File: config.mk
export PLATFORM = sky130hd
export DESIGN_NAME = led_symbol_sequencer_flat
export DESIGN_NICKNAME = d
export VERILOG_FILES = /design/src/rtl/led_symbol_sequencer_if.sv /design/src/rtl/led_symbol_sequencer.sv /design/src/flat_wrapper.sv
export SDC_FILE = /design/constraint.sdc
export NUM_CORES = 1
export LEC_CHECK = 0
export ABC_AREA = 1
export CORE_ASPECT_RATIO = 0.9
export CORE_MARGIN = 1
export CORE_UTILIZATION = 46
export CTS_CLUSTER_DIAMETER = 120
export DETAILED_ROUTE_END_ITERATION = 12
export PLACE_DENSITY_LB_ADDON = 0.15
export REMOVE_ABC_BUFFERS = 1
export SLEW_MARGIN = 40
export SYNTH_ARGS = -nofsm -noshare
export SYNTH_HDL_FRONTEND = slang
export SYNTH_SLANG_ARGS = --single-unit
File: constraint.sdc
create_clock -name clk -period 7.7 [get_ports clk]
set_clock_uncertainty 0.05 [all_clocks]
set_input_delay 2.31 -clock clk [delete_from_list [all_inputs] [get_ports clk]]
set_output_delay 2.31 -clock clk [all_outputs]
set_load 0.02 [all_outputs]
File: src/rtl/led_symbol_sequencer_if.sv
// Letter-code input stream: valid/ready handshake between message source and LED sequencer.
interface led_symbol_sequencer_if #(
  parameter int unsigned CODE_W = 5
);
  logic              in_valid;
  logic              in_ready;
  logic [CODE_W-1:0] in_code;

  modport master (output in_valid, output in_code, input in_ready);
  modport slave  (input in_valid, input in_code, output in_ready);
endinterface

File: src/rtl/led_symbol_sequencer.sv
// Buffers letter codes in a FIFO and plays each as an LED ON pulse of (code+1)
// time units followed by a fixed OFF gap.
module led_symbol_sequencer #(
  parameter int unsigned CODE_W    = 5,
  parameter int unsigned MAX_CODE  = 25,
  parameter int unsigned TICK_DIV  = 50_000_000,
  parameter int unsigned GAP_UNITS = 1,
  parameter int unsigned DEPTH     = 16,
  parameter bit          LED_POL   = 1'b1
) (
  input  logic                     clk,
  input  logic                     reset_n,
  led_symbol_sequencer_if.slave    in_if,
  input  logic                     flush,
  output logic                     led,
  output logic                     busy,
  output logic [$clog2(DEPTH):0]   level,
  output logic                     err
);

  localparam int unsigned AW      = $clog2(DEPTH);
  localparam int unsigned LW      = AW + 1;
  localparam int unsigned CNT_RAW = $clog2((MAX_CODE + 1) * TICK_DIV);
  localparam int unsigned CNT_W   = (CNT_RAW < 1) ? 1 : CNT_RAW;
  localparam logic [CNT_W-1:0] CNT_ONE  = CNT_W'(1);
  localparam logic [CNT_W-1:0] CNT_TICK = CNT_W'(TICK_DIV);
  localparam logic [CNT_W-1:0] GAP_LOAD = CNT_W'(GAP_UNITS * TICK_DIV - 1);
  localparam logic LED_ACT   = LED_POL;
  localparam logic LED_INACT = ~LED_POL;

  typedef enum logic [1:0] {S_IDLE, S_ON, S_GAP} state_e;

  state_e            state_q, state_d;
  logic [CNT_W-1:0]  cnt_q, cnt_d;
  logic              led_q, led_d;

  logic [CODE_W-1:0] mem_q [DEPTH];
  logic [AW-1:0]     wr_ptr_q, rd_ptr_q;
  logic [LW-1:0]     level_q, level_d;
  logic              in_ready_q;
  logic              err_q;

  logic              push, legal, wr, pop, empty;
  logic [CNT_W-1:0]  dur;

  // Illegal codes complete the handshake but never reach the FIFO.
  assign push  = in_if.in_valid & in_ready_q & ~flush;
  assign legal = 32'(in_if.in_code) <= MAX_CODE;
  assign wr    = push & legal;
  assign empty = (level_q == '0);
  assign dur   = (CNT_W'(mem_q[rd_ptr_q]) + CNT_ONE) * CNT_TICK - CNT_ONE;

  assign level_d = flush ? '0 : level_q + LW'(wr) - LW'(pop);

  always_ff @(posedge clk) begin
    if (wr) mem_q[wr_ptr_q] <= in_if.in_code;
  end

  always_ff @(posedge clk or negedge reset_n) begin
    if (!reset_n) begin
      wr_ptr_q   <= '0;
      rd_ptr_q   <= '0;
      level_q    <= '0;
      in_ready_q <= 1'b1;
      err_q      <= 1'b0;
    end else begin
      err_q      <= push & ~legal;
      level_q    <= level_d;
      in_ready_q <= (level_d != LW'(DEPTH));
      if (flush) begin
        wr_ptr_q <= '0;
        rd_ptr_q <= '0;
      end else begin
        if (wr)  wr_ptr_q <= wr_ptr_q + AW'(1);
        if (pop) rd_ptr_q <= rd_ptr_q + AW'(1);
      end
    end
  end

  always_ff @(posedge clk or negedge reset_n) begin
    if (!reset_n) begin
      state_q <= S_IDLE;
      cnt_q   <= '0;
      led_q   <= LED_INACT;
    end else begin
      state_q <= state_d;
      cnt_q   <= cnt_d;
      led_q   <= led_d;
    end
  end

  // GAP chains directly into ON when more symbols are queued.
  always_comb begin
    state_d = state_q;
    cnt_d   = cnt_q;
    pop     = 1'b0;
    if (flush) begin
      state_d = S_IDLE;
      cnt_d   = '0;
    end else begin
      unique case (state_q)
        S_IDLE: begin
          if (!empty) begin
            pop     = 1'b1;
            state_d = S_ON;
            cnt_d   = dur;
          end
        end
        S_ON: begin
          if (cnt_q == '0) begin
            state_d = S_GAP;
            cnt_d   = GAP_LOAD;
          end else begin
            cnt_d = cnt_q - CNT_ONE;
          end
        end
        S_GAP: begin
          if (cnt_q != '0) begin
            cnt_d = cnt_q - CNT_ONE;
          end else if (!empty) begin
            pop     = 1'b1;
            state_d = S_ON;
            cnt_d   = dur;
          end else begin
            state_d = S_IDLE;
          end
        end
        default: state_d = S_IDLE;
      endcase
    end
  end

  always_comb begin
    led_d = ((state_q == S_ON) && !flush) ? LED_ACT : LED_INACT;
    busy  = (state_q != S_IDLE) || !empty;
  end

  assign led            = led_q;
  assign level          = level_q;
  assign err            = err_q;
  assign in_if.in_ready = in_ready_q;

endmodule

File: src/flat_wrapper.sv
// flat-port wrapper written by rule: the top's interface ports become plain ports
module led_symbol_sequencer_flat 
#(
  parameter int unsigned CODE_W    = 5,
  parameter int unsigned MAX_CODE  = 25,
  parameter int unsigned TICK_DIV  = 50_000_000,
  parameter int unsigned GAP_UNITS = 1,
  parameter int unsigned DEPTH     = 16,
  parameter bit          LED_POL   = 1'b1
)
  (clk, reset_n, flush, led, busy, level, err, in_if_in_valid, in_if_in_code, in_if_in_ready);
  led_symbol_sequencer_if #(.CODE_W(CODE_W)) in_if_i ();
  input  logic clk;
  input  logic reset_n;
  input  logic flush;
  output logic led;
  output logic busy;
  output logic [$clog2(DEPTH):0] level;
  output logic err;
  input wire logic [$bits(in_if_i.in_valid)-1:0] in_if_in_valid;
  input wire logic [$bits(in_if_i.in_code)-1:0] in_if_in_code;
  output wire logic [$bits(in_if_i.in_ready)-1:0] in_if_in_ready;
  assign in_if_i.in_valid = in_if_in_valid;
  assign in_if_i.in_code = in_if_in_code;
  assign in_if_in_ready = in_if_i.in_ready;
  led_symbol_sequencer #(.CODE_W(CODE_W), .MAX_CODE(MAX_CODE), .TICK_DIV(TICK_DIV), .GAP_UNITS(GAP_UNITS), .DEPTH(DEPTH), .LED_POL(LED_POL)) u_core (.clk(clk), .reset_n(reset_n), .in_if(in_if_i), .flush(flush), .led(led), .busy(busy), .level(level), .err(err));
endmodule
# Yosys cells after proc, flatten, opt, wreduce, memory -nomap -nowiden
# Memories as Yosys holds them, arrays and structs flattened.
# Index checks and enable logic that the tools add are counted.
# totals
ff_bits,49
latchBits,0
ramBits,80
romBits,0
output_inout_bits,9
memories,1
# classes
add_sub_neg,7
n_mul,1
n_div,0
n_lt_le_gt_ge,1
n_eq_ne,6
shifts,0
n_mux,23
bitwise_logic,6
reduce_logical,13
# mem_list
name,words,width,rd,rd_ports_with_merged_regs,write_ports,line,text
u_core.mem_q,16,5,1,0,1,led_symbol_sequencer.sv:37,logic [CODE_W-1:0] mem_q [DEPTH];
# op_table
cell,count
$mux W31,4
$pmux W31 S3,1
$sub A31 B1 Y31 const B,2
$logic_not A31 Y1,1
$mul A31 B19 Y24 const B,1
$reduce_bool A31 Y1,1
$mux W4,4
$add A4 B1 Y4 const B,2
$mux W2,4
$mux W1,7
$add A5 B1 Y6 const B,1
$ne A3 B3 Y1 const B,2
$pmux W2 S3,1
$reduce_bool A2 Y1,3
$add A5 B1 Y5,1
$le A5 B5 Y1 const B,1
$logic_not A5 Y1,1
$mux W5,1
$ne A5 B5 Y1 const B,1
$sub A5 B1 Y5,1
$and A1 B1 Y1,4
$reduce_bool A4 Y1,1
$ne A3 B2 Y1 const B,1
$reduce_and A3 Y1,1
8 further kinds,10

# Depth between registers and ports, before layout
# depth
ltp_word,8
ltp_mapped,43
depth_no_buf,42

# Worst setup path after synthesis
# Ideal clock, no wire load.
# synth_path
path_kind,reg-to-reg
from,register u_core.rd_ptr_q[1]
to,register u_core.cnt_q[30]
setup_ns,0.117
arrival_ns,5.235
path_slack_ns,2.298
stages_incl_launch_ff,37
cell_sequence,dfrtp_1 -> inv_2 -> buf_2 -> nand2_1 -> nand3_1 -> nand2_1 -> nand2_4 -> ha_1 -> inv_1 -> nor2_1 -> inv_1 -> nand2_1 -> inv_1 -> ha_1 -> inv_1 -> xor2_1 -> inv_1 -> fa_1 -> inv_1 -> fa_1 -> ha_1 -> nand2_1 -> inv_1 -> a21oi_1 -> nand2_1 -> xnor2_1 -> nand2_1 -> nor2_1 -> nand2_1 -> nor3_1 -> nand2_1 -> nand2_1 -> nand2_1 -> nand2_1 -> nand2_1 -> nand2_1 -> nand2_1
# synth_between
elab_chain_cells,8
# synth_rtl
item,line,text
from (decl),led_symbol_sequencer.sv:38,"logic [AW-1:0] wr_ptr_q, rd_ptr_q;"
from (signal assigned),led_symbol_sequencer.sv:75,if (pop) rd_ptr_q <= rd_ptr_q + AW'(1);
$mem_v2 Z16 W5 *,n/a,
$add A5 B1 Y6 *,led_symbol_sequencer.sv:51,assign dur = (CNT_W'(mem_q[rd_ptr_q]) + CNT_ONE) * CNT_TICK - CNT_ONE;
$mul A31 B19 Y24 *,led_symbol_sequencer.sv:51,
$sub A31 B1 Y31 *,led_symbol_sequencer.sv:51,
$mux W31 *,"led_symbol_sequencer.sv:103, led_symbol_sequencer.sv:120",
$mux W31,led_symbol_sequencer.sv:118,if (cnt_q != '0) begin
$pmux W31 S3 *,led_symbol_sequencer.sv:101,unique case (state_q)
$mux W31 *,led_symbol_sequencer.sv:97,if (flush) begin
to (signal assigned),led_symbol_sequencer.sv:87,cnt_q <= cnt_d;
to (decl),led_symbol_sequencer.sv:34,"logic [CNT_W-1:0] cnt_q, cnt_d;"
# Mark *: on every way between the ends. The rest lies on a longest branch, timed or not.
# A chain may end at the register's enable or synchronous reset.

# Worst setup path after layout
# layout_path
from,register u_core.rd_ptr_q[0]
to,register u_core.cnt_q[30]
# The elaborated chain is that of the path after synthesis.

==> metrics.txt <==
Mean Syn Cell Area approximately 7.7 µm²; GRT Residual Overflow 0; mux share of post-synthesis cell area 0%; crit path launch type flip-flop; DRC violations left 0; Vias between 7000 and 8000; r2r setup slk 1160 ps; Post-CTS Resized 0; largest family of logic cells by synthesized area simple AND/OR/NAND/NOR gates; Initial Utilization about 48%; DPL Wire Length 17.5 mm; CTS max path bufs 2; Pins Over Slew Limit 0; WL per Instance 15.8 µm; Synth top area share between 20% and 30%; Root Buffer clkbuf_16; full die area a little over 0.02 mm²; Post-Synthesis Cells between 1000 and 1500; setup TNS 0 ps; crit-path max cell delay 520 ps; Finished Cell Area 0.0102 mm²; area leader, netlist edfxtp_1; Core Util, Final a little over half; RSZ-0062 raised after global routing no; Seq cells post-synth roughly 130; Max Cap Viol 0; period utilisation layout between 80% and 90%; worst reg-to-reg path cell count 40; Worst Hold Depth 2; Critical R2R Launch u_core.rd_ptr_q[0]; Synth Area in Compound Gates between 7 and 8%; GRT Util Overall between 20% and 30%; met1 Usage GRT 35.9%; global-route wire length before repair 38.0 mm; GP Congestion 0.866; Reg-to-Reg End u_core.cnt_q[30]; vias in the first global route 7196; Synth Area in Simple Gates between 20 and 30%; TritonCTS buffer count 17; CTS tree yes; Skew-Pair Late Insertion Delay between 400 and 500 ps; Reg clk slew, reported paths ~60 ps; Post-Synth XOR/XNOR Area under 10%; worst slew pin tran 771 ps; share of layout cells above drive strength 1 6.12%; crit path DAT slightly below 7000 ps; register area share after synthesis between 30% and 40%; Adder-Cell Fraction of Synth Area between 10% and 20%; GRT met3 Usage ~4.5%; final hold violation count 0; filler instances approximately 1800; Clock Sink Count ~130; post-place instance area a little under 0.01 mm²; synth unique cells 44; Hold Path End u_core.cnt_q[11]; largest net degree at the start of global routing 50; drt total wl approximately 24 mm; Die H approximately 140 µm; htree depth 4; vias per cell between 5 and 6; post-CTS setup buffer count 0; Min Hold Slack 470 ps; Finish-stage setup viols 0; crit-path most repeated cell nand2_1; slowest stage cell on the critical path fa_1; DRT Pass-1 Iters 7; HP Start u_core.cnt_q[11]; Tmin final approximately 6500 ps; Hold-fix buffers, CTS 0; HP Class reg -> reg; crit path capture type flip-flop; status complete, no violations; ant diodes 0; Final ANT Viol Nets 0; die width ~150 µm; Max Fclk ~150 MHz; Syn-to-layout area delta 10.9%; Placeable Area between 0.015 and 0.02 mm²; I/O pins 18; Nets roughly 1300; busiest grt layer met2; Std-Cell Rows 48; port bufs 17; Area contributors post-synth edfxtp_1 (26%), nand2_1 (14%), dfrtp_1 (13%); Rel. slew slack 48.5%; critical-path maximum fanout around 50; YS warnings 0; critical path class reg -> reg; met2 Usage GRT between 30% and 40%; Req. time, crit path 7960 ps; mapped cell area 0.00924 mm²; initial antenna violation count 0; initial DRC count 690
-- final cells by class --
type	instances	area [µm²]	share of cell area, %
multi-input combinational	863	4760	46.4
sequential	129	3630	35.4
inverter	192	721	7.03
clock buffer	17	425	4.15
tap	250	313	3.05
timing repair buffer	26	233	2.27
clock inverter	15	169	1.65
-- worst max path at each step --
stage / from / end / slack, ps
CTS: u_core.rd_ptr_q[0] / u_core.cnt_q[30] / 1190
floorplan: u_core.rd_ptr_q[0] / u_core.cnt_q[28] / 1510
finish: u_core.rd_ptr_q[0] / u_core.cnt_q[30] / 1160
global placement: u_core.rd_ptr_q[0] / u_core.cnt_q[30] / 1160
global route: u_core.rd_ptr_q[0] / u_core.cnt_q[30] / 510
detailed placement: u_core.rd_ptr_q[0] / u_core.cnt_q[30] / 1230
-- sequential cells by signal, indices dropped and copies added (netlist names) --
name,flops
u_core.level,5
u_core.in_if.in_ready,1
u_core.wr_ptr_q,4
u_core.cnt_q,31
u_core.state_q,2
u_core.rd_ptr_q,4
u_core.mem_q,80
u_core.err,1
u_core.led,1
-- synthesized netlist by cell type (all sizes together) --
library cell / instances
a21boi: 1
or2: 2
and3: 1
ha: 55
nand3b: 6
and2: 3
nor3: 16
a21oi: 31
dfrtp: 48
nor4: 5
clkinv: 2
dfstp: 1
inv: 190
edfxtp: 80
nand4: 11
nor2: 146
a32o: 3
buf: 15
o221ai: 2
conb: 1
o21ai: 63
o211ai: 2
a21o: 1
xor2: 27
o22ai: 9
a22oi: 2
a31oi: 3
o31ai: 2
clkbuf: 8
xnor2: 8
nand3: 82
fa: 21
nand2: 360
-- routing by layer --
metal	vias up	part of all wire [%]
li1	3897	-
met1	3542	50
met2	190	44
met3	23	5.4
met4	0	1.3
met5	-	0
-- stage by stage --
stage | worst slack (ps) | cells
after floorplan | 1510 | 1184
after global placement | 1160 | 1460
after detailed placement | 1230 | 1460
after CTS | 1190 | 1492
after global routing | 506 | 1492
final | 1160 | 1492
-- cell families after synthesis --
group | after synthesis
buf+inv | 215
flops | 129
other cells | 1
simple gates | 632
xor+xnor | 35
compound gates | 119
fa+ha+maj | 76
-- placed cells by master, fill, tap and decap left out, types with 11 or more instances in the layout --
master           count
a21oi_1             31
clkbuf_16           17
clkdlybuf4s50_1     16
dfrtp_1             48
edfxtp_1            80
fa_1                21
ha_1                55
inv_1              182
nand2_1            348
nand3_1             82
nand4_1             11
nor2_1             138
nor3_1              14
o21ai_0             50
o21ai_1             13
xor2_1              25
-- critical path: cells and delay by family, from the launching register on --
kind	cells	cell delay [ps]
simple gates	25	2620
fa+ha+maj	5	1930
buf+inv	9	1100
flops	1	360
xor+xnor	1	310
Power is not shown: default switching activity piles up to over one toggle a cycle in this logic, so the estimate is an artifact.
